## config.mk

```make
export PLATFORM = sky130hd
export DESIGN_NAME = scan_mux
export DESIGN_NICKNAME = d
export VERILOG_FILES = /design/src/rtl/scan_mux.sv
export SDC_FILE = /design/constraint.sdc
export NUM_CORES = 1
export LEC_CHECK = 0
export CORE_UTILIZATION = 44
export DETAILED_ROUTE_END_ITERATION = 8
export PLACE_DENSITY_LB_ADDON = 0.25
export SYNTH_ARGS = -nofsm -noshare
export SYNTH_HDL_FRONTEND = slang
export SYNTH_SLANG_ARGS = --single-unit
```

## constraint.sdc

```tcl
create_clock -name i_Clk -period 3.5 [get_ports i_Clk]
set_clock_uncertainty 0.15 [all_clocks]
set_input_delay 1.05 -clock i_Clk [delete_from_list [all_inputs] [get_ports i_Clk]]
set_output_delay 1.05 -clock i_Clk [all_outputs]
set_load 0.1 [all_outputs]
```

## src/rtl/scan_mux.sv

```systemverilog
// Registered N-channel multiplexer with manual select and round-robin auto-scan.
// Auto mode dwells DWELL cycles per unmasked channel and skips masked ones in the same edge.
module scan_mux #(
   parameter int unsigned WIDTH    = 4,
   parameter int unsigned CHANNELS = 4,
   parameter int unsigned SEL_W    = 2,
   parameter int unsigned DWELL    = 5
) (
   input  logic                      i_Clk,
   input  logic                      i_Rst,
   input  logic [CHANNELS*WIDTH-1:0] i_Datos,
   input  logic [SEL_W-1:0]          i_Sel,
   input  logic                      i_Auto,
   input  logic [CHANNELS-1:0]       i_Mask,
   output logic [WIDTH-1:0]          o_Salida,
   output logic [SEL_W-1:0]          o_Canal,
   output logic                      o_Valid,
   output logic                      o_Wrap
);

   localparam int unsigned DW = (DWELL > 1) ? $clog2(DWELL) : 1;
   localparam logic [DW-1:0] D_LAST = DW'(DWELL - 1);

   typedef enum logic {MODE_MANUAL, MODE_AUTO} mode_t;

   mode_t            mode_q;
   logic [DW-1:0]    d;
   logic [DW-1:0]    d_n;
   logic [SEL_W-1:0] p_n;
   logic             wrap_n;
   logic             cur_en;
   logic             any_en;
   logic             hi_found;
   logic             lo_found;
   logic [SEL_W-1:0] hi_idx;
   logic [SEL_W-1:0] lo_idx;
   logic [SEL_W-1:0] nxt_idx;
   logic             sel_en;
   logic [WIDTH-1:0] sel_dat;

   // Circular search from p+1: first unmasked index above p, else lowest unmasked index.
   // An out-of-range p has nothing above it, so it lands on the lowest unmasked channel.
   always_comb begin
      cur_en   = 1'b0;
      hi_found = 1'b0;
      lo_found = 1'b0;
      hi_idx   = '0;
      lo_idx   = '0;
      for (int unsigned k = 0; k < CHANNELS; k++) begin
         if (SEL_W'(k) == o_Canal)
            cur_en = i_Mask[k];
         if (i_Mask[k] && !lo_found) begin
            lo_found = 1'b1;
            lo_idx   = SEL_W'(k);
         end
         if (i_Mask[k] && !hi_found && (SEL_W'(k) > o_Canal)) begin
            hi_found = 1'b1;
            hi_idx   = SEL_W'(k);
         end
      end
      any_en  = lo_found;
      nxt_idx = hi_found ? hi_idx : lo_idx;
   end

   always_comb begin
      p_n    = o_Canal;
      d_n    = d;
      wrap_n = 1'b0;
      if (!i_Auto) begin
         p_n = i_Sel;
         d_n = '0;
      end else if (mode_q == MODE_MANUAL) begin
         d_n = '0;
      end else if (((d == D_LAST) || !cur_en) && any_en) begin
         p_n    = nxt_idx;
         d_n    = '0;
         wrap_n = (nxt_idx <= o_Canal);
      end else begin
         d_n = (d == D_LAST) ? '0 : d + DW'(1);
      end
   end

   always_comb begin
      sel_en  = 1'b0;
      sel_dat = '0;
      for (int unsigned k = 0; k < CHANNELS; k++) begin
         if (SEL_W'(k) == p_n) begin
            sel_en  = i_Mask[k];
            sel_dat = i_Datos[k*WIDTH +: WIDTH];
         end
      end
   end

   always_ff @(posedge i_Clk) begin
      if (i_Rst) begin
         mode_q   <= MODE_MANUAL;
         d        <= '0;
         o_Canal  <= '0;
         o_Salida <= '0;
         o_Valid  <= 1'b0;
         o_Wrap   <= 1'b0;
      end else begin
         mode_q   <= i_Auto ? MODE_AUTO : MODE_MANUAL;
         d        <= d_n;
         o_Canal  <= p_n;
         o_Salida <= sel_en ? sel_dat : '0;
         o_Valid  <= sel_en;
         o_Wrap   <= wrap_n;
      end
   end

endmodule

```

==> flow_summary.toml, run 1 <==
[yosys]
synth_seq_cells = 12
synth_edf_count = 0
syn-num-nets = 133
synth.area.mux_share = 0.0358
ys_seq_area_frac = 0.264
synth_top_cells_by_count = "inv_1, a211oi_1, dfxtp_1"
netlist_area_um2 = 908
synthSimpleGateAreaFrac = 0.145
yosysTopAreaCell = "dfxtp_1"
syn_inst = 104
synth_top_area_share = 0.264
syn_avg_cell_area_um2 = 8.73
yosysUniqueCellTypes = 33
ys.flop_type = "dfxtp_1"
synthArstFlopShare = 0
synth_top_family_by_area = "compound AO/OA/AOI/OAI gates"
synth_compound_area_frac = 0.388
synth_fa_ha_area_frac = 0.0551
yosysMostFrequentCell = "inv_1"
synth-xor-area-share = 0.00964
synthTopCellsByArea = "dfxtp_1, a211oi_1, inv_1, ha_1, a21oi_1"
yosysWarnings = 0

[global_routing]
grt_pass1_vias = 813
gr-total-overflow = 0
grt_pass1_wl_um = 3650
antenna_found_initial = 0
use_met2 = 0.400
grt_max_degree = 14
use_met1 = 0.292
track_usage = 0.234
grt_util_met3 = 0.0453
busiest_layer = "met2"

[timing]
setup_viol = 0
worst_slack_ns = 0.239
period_minus_slack_ns = 3.26
hold_viol = 0
holdWs_ns = 0.301
maxSlewViolCount = 0
maxSlewHeadroom = 0.675
worst_pin_slew_ns = 0.487
fmax_mhz = 307
rsz0062_at_grt = "no"
period_share = 0.932

[final_layout]
finalNonFillerCells = 169
finalNetCount = 172
syn2layout_area_growth_pct = 42.6
finalInstanceArea_mm2 = 0.00129
layout-drive-gt1-share = 0.197
nFillCells = 174
diodes = 0

[setup_path]
cp.required_ns = 3.52
critical_path_class = "in -> reg"
cp.arrival_ns = 3.28
crit_fanout = 8
worstSetupStartpointType = "primary input"
slowest_delay_ns = 0.54
critPathCaptureType = "register"
path_cells = "clkdlybuf4s50_1 -> mux2i_1 -> a2bb2oi_4 -> buf_4 -> a41oi_4 -> buf_4 -> a211oi_1 -> a211oi_1 -> nor4_1"
slowest_stage = "clkdlybuf4s50_1"
r2r_setup_slack_ns = 1.00
crit_buf_inv = 3
critical_path.top_delay_family = "buffers and inverters"

[floorplanning]
io_pins = 33
floorplan.die_area_mm2 = 0.00225
fp.dieW_um = 47.4
start_util = 0.468
die_h_um = 47.4
coreArea_mm2 = 0.00194
rows = 16

[placement]
dp_slack_ns = -0.0121
dp_cells = 165
dp_hpwl_um = 1970
gp_congestion = 0.821
placed_cell_area_mm2 = 0.00126
io_buffer_count = 32

[outcome]
status = "finished, final reports clean"

[routing]
drc_errors = 0
wl_um = 2380
drt_first_pass_iters = 4
wl_per_cell_um = 14.1
num_vias = 950
drt-initial-drc-count = 27
via_per_inst = 5.62
route.antenna.remaining_nets = 0

[clocking]
cts_resized = 0
h-tree-depth = 1
clkSinkCount = 12
cts_buffers = 3
cts_tree = "done"
hold_buffers = 0
clock_latency_ns = 0.27
clk_pin_slew_ns = 0.08
cts_setup_buffers = 0
cts_root_buf = "clkbuf_4"
cts_max_path_buffers = 2

[job]
drv_cap = 0

[power_and_ir_drop]
p_leak_uw = 0.000525
peakVddDrop_mv = 0.188
power_density_mw_per_mm2 = 358

[worst_hold_path]
hp-class = "reg -> reg"
logic make-up (layout without fill, tap and decap cells):
group,Yosys count,in the layout
AOI/OAI and AO/OA,40,40
xor gates and xnor gates,1,1
adders and majority gates,4,4
buffers and inverters,21,59
DFF,12,12
muxes,3,3
and+or+nand+nor,23,23
power by group:
| part | total (uW) | switching (uW) | internal [uW] | leakage, uW |
|---|---|---|---|---|
| combinational | 202 | 124 | 77.6 | 0.000406 |
| clock | 109 | 45.9 | 63.2 | 0.0000210 |
| sequential | 152 | 6.93 | 145 | 0.0000984 |
layer usage:
metal  share of wire  up-vias
met1            0.42      451
met4          0.0080        0
met3           0.030        2
li1                -      467
met2            0.54       30
met5               0        -
layout by cell type, fill, tap and decap left out, drive strengths merged:
| master | count |
|---|---|
| clkdlybuf4s50 | 24 |
| inv | 17 |
| a211oi | 17 |
| buf | 14 |
| dfxtp | 12 |
| a21oi | 6 |
| nor2 | 6 |
| nand2 | 4 |
| a21o | 4 |
| nor4 | 4 |
| ha | 4 |
| clkbuf | 4 |
| o22ai | 2 |
| nand3 | 2 |
| o221a | 2 |
| nor2b | 2 |
| mux2 | 2 |
| o21ai | 2 |
| and2 | 1 |
| mux2i | 1 |
| or4 | 1 |
| o2111ai | 1 |
| o41ai | 1 |
| a21boi | 1 |
| a2bb2oi | 1 |
| and4 | 1 |
| o2bb2ai | 1 |
| a41oi | 1 |
| and4b | 1 |
| a2111oi | 1 |
| nor3b | 1 |
| xnor2 | 1 |
through the flow:
| step | total power, uW | util | setup TNS [ns] |
|---|---|---|---|
| global route | 489 | 0.667 | 0 |
| CTS | 467 | 0.667 | 0 |
| floorplan | 291 | - | 0 |
| finish | 463 | 0.667 | 0 |
| global placement | 351 | 0.648 | 0 |
| detailed placement | 356 | 0.648 | -0.0121 |
area by class of cell:
type	instances	area (um2)	share of cell area
well taps	27	33.8	0.0261
repair buffers	38	345	0.267
inverters	17	63.8	0.0493
multi-input cells	71	576	0.444
flip-flops and latches	12	240	0.186
clock buffers	4	36.3	0.0280
registers in the layout, summed over array words and instances (netlist names):
signal    cells
o_Salida      4
o_Canal       2
d             3
o_Wrap        1
mode_q        1
o_Valid       1
final timing paths:
path         startpoint          end  depth (start not counted)
max reg2reg  o_Canal[0]  o_Salida[1]                          8
min reg2reg        d[0]         d[0]                          1
min                d[0]         d[0]                          1
max           i_Mask[1]  o_Salida[1]                          9
Power figures use the tool's default switching activity.
==> inputs of run 2 (changes only) <==
HOLD_SLACK_MARGIN = 0.15   (was unset)
==> results of run 2 <==
No change in the layout: final DEF, timing and power equal those of run 1.
